$ cat src/rtl/attn_row_scheduler.sv
// Row sequencer for the attention MAC/exp datapath: loads a query, pairs it with each key
// through the two-beat MAC operand port, captures e^x per key and streams exps plus their sum.
module attn_row_scheduler #(
  parameter int N_FEAT = 4,
  parameter int N_KEYS = 4,
  parameter int SUM_W  = 9 + $clog2(N_KEYS)
) (
  input  logic             clk,
  input  logic             rst_n,
  input  logic [7:0]       in_data,
  input  logic             in_vld,
  output logic             in_rdy,
  output logic [7:0]       mac_data,
  output logic             mac_vld,
  input  logic             mac_rdy,
  output logic             mac_clr,
  input  logic [8:0]       exp_in,
  output logic [SUM_W-1:0] out_data,
  output logic             out_vld,
  input  logic             out_rdy,
  output logic             out_last,
  output logic             busy
);

  localparam int FW = $clog2(N_FEAT);
  localparam int KW = $clog2(N_KEYS);
  localparam int EW = KW + 1;

  localparam logic [FW-1:0] F_LAST = FW'(N_FEAT - 1);
  localparam logic [KW-1:0] K_LAST = KW'(N_KEYS - 1);
  localparam logic [EW-1:0] E_LAST = EW'(N_KEYS);

  localparam logic [2:0] ST_LOAD_Q  = 3'd0;
  localparam logic [2:0] ST_CLEAR   = 3'd1;
  localparam logic [2:0] ST_FETCH_K = 3'd2;
  localparam logic [2:0] ST_PAIR_A  = 3'd3;
  localparam logic [2:0] ST_PAIR_B1 = 3'd4;
  localparam logic [2:0] ST_PAIR_B2 = 3'd5;
  localparam logic [2:0] ST_CAPTURE = 3'd6;
  localparam logic [2:0] ST_EMIT    = 3'd7;

  logic [2:0]       state_q, state_d;
  logic [FW-1:0]    f_cnt_q, f_cnt_d;
  logic [KW-1:0]    k_cnt_q, k_cnt_d;
  logic [EW-1:0]    e_idx_q, e_idx_d;
  logic [SUM_W-1:0] sum_q, sum_d;
  logic [7:0]       kreg_q, kreg_d;
  logic [7:0]       q_q [N_FEAT];
  logic [8:0]       exp_buf_q [N_KEYS];
  logic             q_we;
  logic             buf_we;

  always_comb begin
    state_d = state_q;
    f_cnt_d = f_cnt_q;
    k_cnt_d = k_cnt_q;
    e_idx_d = e_idx_q;
    sum_d   = sum_q;
    kreg_d  = kreg_q;
    q_we    = 1'b0;
    buf_we  = 1'b0;
    case (state_q)
      ST_LOAD_Q: begin
        if (in_vld) begin
          q_we = 1'b1;
          if (f_cnt_q == F_LAST) begin
            f_cnt_d = '0;
            state_d = ST_CLEAR;
          end else begin
            f_cnt_d = f_cnt_q + 1'b1;
          end
        end
      end
      ST_CLEAR: state_d = ST_FETCH_K;
      ST_FETCH_K: begin
        if (in_vld) begin
          kreg_d  = in_data;
          state_d = ST_PAIR_A;
        end
      end
      ST_PAIR_A: begin
        if (mac_rdy) state_d = ST_PAIR_B1;
      end
      // Beat B is held for B1 and B2 regardless of mac_rdy; the engine multiplies in B2.
      ST_PAIR_B1: state_d = ST_PAIR_B2;
      ST_PAIR_B2: begin
        if (f_cnt_q == F_LAST) begin
          f_cnt_d = '0;
          state_d = ST_CAPTURE;
        end else begin
          f_cnt_d = f_cnt_q + 1'b1;
          state_d = ST_FETCH_K;
        end
      end
      ST_CAPTURE: begin
        buf_we = 1'b1;
        sum_d  = sum_q + SUM_W'(exp_in);
        if (k_cnt_q == K_LAST) begin
          k_cnt_d = '0;
          state_d = ST_EMIT;
        end else begin
          k_cnt_d = k_cnt_q + 1'b1;
          state_d = ST_CLEAR;
        end
      end
      ST_EMIT: begin
        if (out_rdy) begin
          if (e_idx_q == E_LAST) begin
            e_idx_d = '0;
            sum_d   = '0;
            state_d = ST_LOAD_Q;
          end else begin
            e_idx_d = e_idx_q + 1'b1;
          end
        end
      end
      default: state_d = ST_LOAD_Q;
    endcase
  end

  always_ff @(posedge clk) begin
    if (!rst_n) begin
      state_q <= ST_LOAD_Q;
      f_cnt_q <= '0;
      k_cnt_q <= '0;
      e_idx_q <= '0;
      sum_q   <= '0;
      kreg_q  <= '0;
      for (int i = 0; i < N_FEAT; i++) q_q[i] <= '0;
      for (int i = 0; i < N_KEYS; i++) exp_buf_q[i] <= '0;
    end else begin
      state_q <= state_d;
      f_cnt_q <= f_cnt_d;
      k_cnt_q <= k_cnt_d;
      e_idx_q <= e_idx_d;
      sum_q   <= sum_d;
      kreg_q  <= kreg_d;
      if (q_we) q_q[f_cnt_q] <= in_data;
      if (buf_we) exp_buf_q[k_cnt_q] <= exp_in;
    end
  end

  // Outputs decode registered state only; rst_n forces them quiet while reset is held.
  assign in_rdy   = rst_n && (state_q == ST_LOAD_Q || state_q == ST_FETCH_K);
  assign mac_vld  = rst_n && (state_q == ST_PAIR_A || state_q == ST_PAIR_B1 ||
                              state_q == ST_PAIR_B2);
  assign mac_data = !mac_vld ? 8'h00 : ((state_q == ST_PAIR_A) ? q_q[f_cnt_q] : kreg_q);
  assign mac_clr  = rst_n && (state_q == ST_CLEAR);
  assign out_vld  = rst_n && (state_q == ST_EMIT);
  assign out_last = out_vld && (e_idx_q == E_LAST);
  assign out_data = !out_vld ? '0 :
                    (out_last ? sum_q : SUM_W'(exp_buf_q[e_idx_q[KW-1:0]]));
  assign busy     = rst_n && !(state_q == ST_LOAD_Q && f_cnt_q == '0);

endmodule

$ cat config.mk
export PLATFORM = sky130hd
export DESIGN_NAME = attn_row_scheduler
export DESIGN_NICKNAME = d
export VERILOG_FILES = /design/src/rtl/attn_row_scheduler.sv
export SDC_FILE = /design/constraint.sdc
export NUM_CORES = 1
export LEC_CHECK = 0
export BUFFER_PORTS_ARGS = -buffer_cell sky130_fd_sc_hd__buf_2
export CAP_MARGIN = 10
export CORE_ASPECT_RATIO = 1.2
export CORE_MARGIN = 10
export CORE_UTILIZATION = 54
export CTS_BUF_LIST = sky130_fd_sc_hd__clkbuf_16
export DETAILED_ROUTE_END_ITERATION = 8
export PLACE_DENSITY = 0.75
export SLEW_MARGIN = 20
export SYNTH_ARGS = -nofsm -noshare
export SYNTH_HDL_FRONTEND = slang
export SYNTH_SLANG_ARGS = --single-unit
$ cat constraint.sdc
create_clock -name clk -period 1.93 [get_ports clk]
set_input_delay 0 -clock clk [delete_from_list [all_inputs] [get_ports clk]]
set_output_delay 0 -clock clk [all_outputs]
set_load 0.005 [all_outputs]
==> results.md <==
* I/O Buffers at 46
* Path category of the worst min-delay check: in -> reg
* Most frequent cells in the layout: edfxtp_1, and2_1, nand2_1
* Clock-pin slew on the worst setup and hold paths at roughly 70 ps
* Critical path fanouts, max at 3
* Vias per cell at 5.599
* Crit path buf inv count at 1
* First-pass GRT wire length at between 15 and 20 mm
* Layout cells sized above 1 at 23.57%
* GR Overflow Total at 0
* DR WL/cell at 18.29 µm
* Die Area at roughly 14,000 µm²
* Inserted Diodes at 0
* Final total power at around 4.6 mW
* CP Launch Type: flop
* Leading cell type in the layout, fill and taps excluded: edfxtp_1
* Post-Synthesis Cells at 445
* Syn_area_per_cell at roughly 11 µm²
* Async S/R FF share, synth at 0%
* Placement row count at 38
* Largest stage delay on the critical path at around 340 ps
* Cts bufs inserted at 9
* Total GRT Usage at 17.93%
* Worst setup path class: reg -> reg
* Clock sink count at ~100
* Initial antenna violation count at 0
* Hpwl dp at 8.472 mm
* Tmin final at 1892 ps
* Setup TNS at 0 ps
* Yosys top cell area share at approximately two fifths
* Power Density at between 700 and 800 nW/µm²
* Initial Utilization at 55.96%
* I/O Pins at 47
* DRC at 0
* Status: complete, no violations
* Psw at ~1 mW
* Slew margin rel. at between 60% and 70%
* Largest net degree at the start of global routing at 22
* Sequential-to-total area share from yosys stat at a little over half
* Nets@finish at ~560
* Chip width at 108.8 µm
* Max-slew violations at 0
* Crit-path slowest cell: fa_2
* Detailed Route WL at between 10 and 15 mm
* Final core utilization at 66.02%
* Core ar. at 9129 µm²
* Routed Antenna Nets at 0
* Layout Skew at roughly 5.6 ps
* Combinational group share of total power at under 10%
* DIE HEIGHT at roughly 130 µm
* Post-route clock period utilization at between 90% and 100%
* Internal at between 3 and 4 mW
* Ys Warns at 0
* EDFF count, synth at between 60 and 70
* Mapped Area at 5109 µm²
* Fmax achieved at around 530 MHz
* Worst-Skew Late Latency at approximately 340 ps
* Sw Ratio at approximately 22%
* First drt pass iteration count at 5
* Number of distinct library cells after synthesis at between 50 and 60
* Clock share of power at a little under two fifths
* Gp weighted congestion at approximately 0.9
* Clock Path Buffers at 2
* Reg power frac at 53.4%
* Depth of the CTS H-tree at 3
* Final instance area at ~6000 µm²
* Req. time, crit path at 2150 ps
* DP Area at 5605 µm²
* Root Driver: clkbuf_16
* Final hold viol count at 0
* Hold WS at roughly 3.0 ps
* VDD IR-drop max at a little under 0.0005 V
* Syn Nets at slightly below 500
* TritonCTS clock tree: yes
* Area delta synth->final at 17.98%
* MaxCap Viol Count at 0
* Slew @ Worst Pin at ~520 ps
* Largest cells by area after synthesis: edfxtp_1, dfxtp_1, and2_1
* Leak at ~2.4 nW
* First DRT Iteration DRCs at between 200 and 250
* Flops & latches, synth at ~100
* Element type at the critical path end: flop
* # setup viols final at 0
* Vias in the first global route at a little under 4,000
* Top delay family on crit path: compound AO/OA/AOI/OAI gates
* Critical-path cell list: ha_2 > fa_2 > a21o_1 > a221oi_4 > buf_4 > xor2_1 > o21ai_0
* Prevailing post-synth register cell: edfxtp_1
* Signal arrival time at the worst endpoint at about 2100 ps
* Vias at between 3,000 and 4,000
* Yosys top cell by area: edfxtp_1
==> worst min-delay path: stages <==
cell,delay (ps)
buf_2,130
nand3_1,70
a21boi_0,80
==> what timing repair did <==
action,4_1_cts,5_1_grt
hold endpoints to repair,32,0
pin swaps,0,2
hold buffers,10,0
buffers inserted,0,2
gates resized for setup,3,4
endpoints found under the setup margin,12,10
==> cells in the mapped netlist (all sizes together), types with 2 or more instances <==
master,count
edfxtp,68
and2,62
nand2,58
dfxtp,33
a21oi,28
mux4,17
o21ai,16
and3,14
ha,14
nand3,14
nor2b,13
clkbuf,12
mux2i,11
buf,10
inv,9
nor2,9
a21boi,7
nor3,7
a21o,5
nand2b,5
xor2,4
nand4b,3
xnor2,3
nor3b,2
o21a,2
==> routing by layer <==
| metal | GRT usage (%) | wire [µm] | share of wire [%] |
|---|---|---|---|
| met2 | 31.47 | 6357 | 54 |
| met4 | 5.361 | 126 | 1.1 |
| met3 | 4.205 | 552 | 4.7 |
| met5 | 0 | 0 | 0 |
| met1 | 21.11 | 4780 | 40 |
==> logic make-up (layout without fill, tap and decap cells) <==
family	Yosys count	after routing	synth area share, %
XOR/XNOR	7	7	1.200
AO/OA/AOI/OAI	68	68	8.156
AND/OR/NAND/NOR	195	195	21.50
adder cells (fa/ha/maj)	15	15	3.821
buffers and inverters	31	112	2.767
multiplexers	28	28	9.650
flip-flops	101	101	52.90
==> path summary, 6_finish.rpt <==
check | cells after the start | end | from | slack (ps)
hold / removal | 3 | e_idx_q[1] | out_rdy | 3
setup / recovery | 7 | sum_q[6] | sum_q[0] | 40
setup reg to reg | 7 | sum_q[6] | sum_q[0] | 40
hold reg to reg | 2 | sum_q[3] | sum_q[3] | 480
==> sequential cells by signal, summed over array words and instances, names as in the netlist, named ones only <==
signal / count
e_idx_q: 3
kreg_q: 8
state_q: 3
f_cnt_q: 2
sum_q: 11
exp_buf_q: 36
q_q: 32
k_cnt_q: 2
==> final cells by class <==
cell class	instances	area (µm²)
Inverter	9	33.78
Sequential cell	101	2704
Fill cell	700	3102
Clock inverter	7	57.56
Timing Repair Buffer	87	563.0
Tap cell	120	150.1
Multi-Input combinational cell	313	2293
Clock buffer	9	225.2
==> through the flow <==
stage | setup slack [ps] | cells
2_1_floorplan | 20.41 | 445
3_3_place_gp | 42.97 | 618
3_5_place_dp | -19.18 | 618
4_1_cts | 25.28 | 644
5_1_grt | -4.628 | 646
6_report | 38.27 | 646
==> power by group through the flow <==
stage,sequential (mW),combinational [mW],clock [mW]
5_1_grt,2.45,0.427,1.84
6_report,2.44,0.390,1.73
2_1_floorplan,2.47,0.234,0
4_1_cts,2.44,0.391,1.75
3_5_place_dp,2.49,0.373,0
3_3_place_gp,2.48,0.359,0
Note: power is estimated with default switching activity, not from simulation.
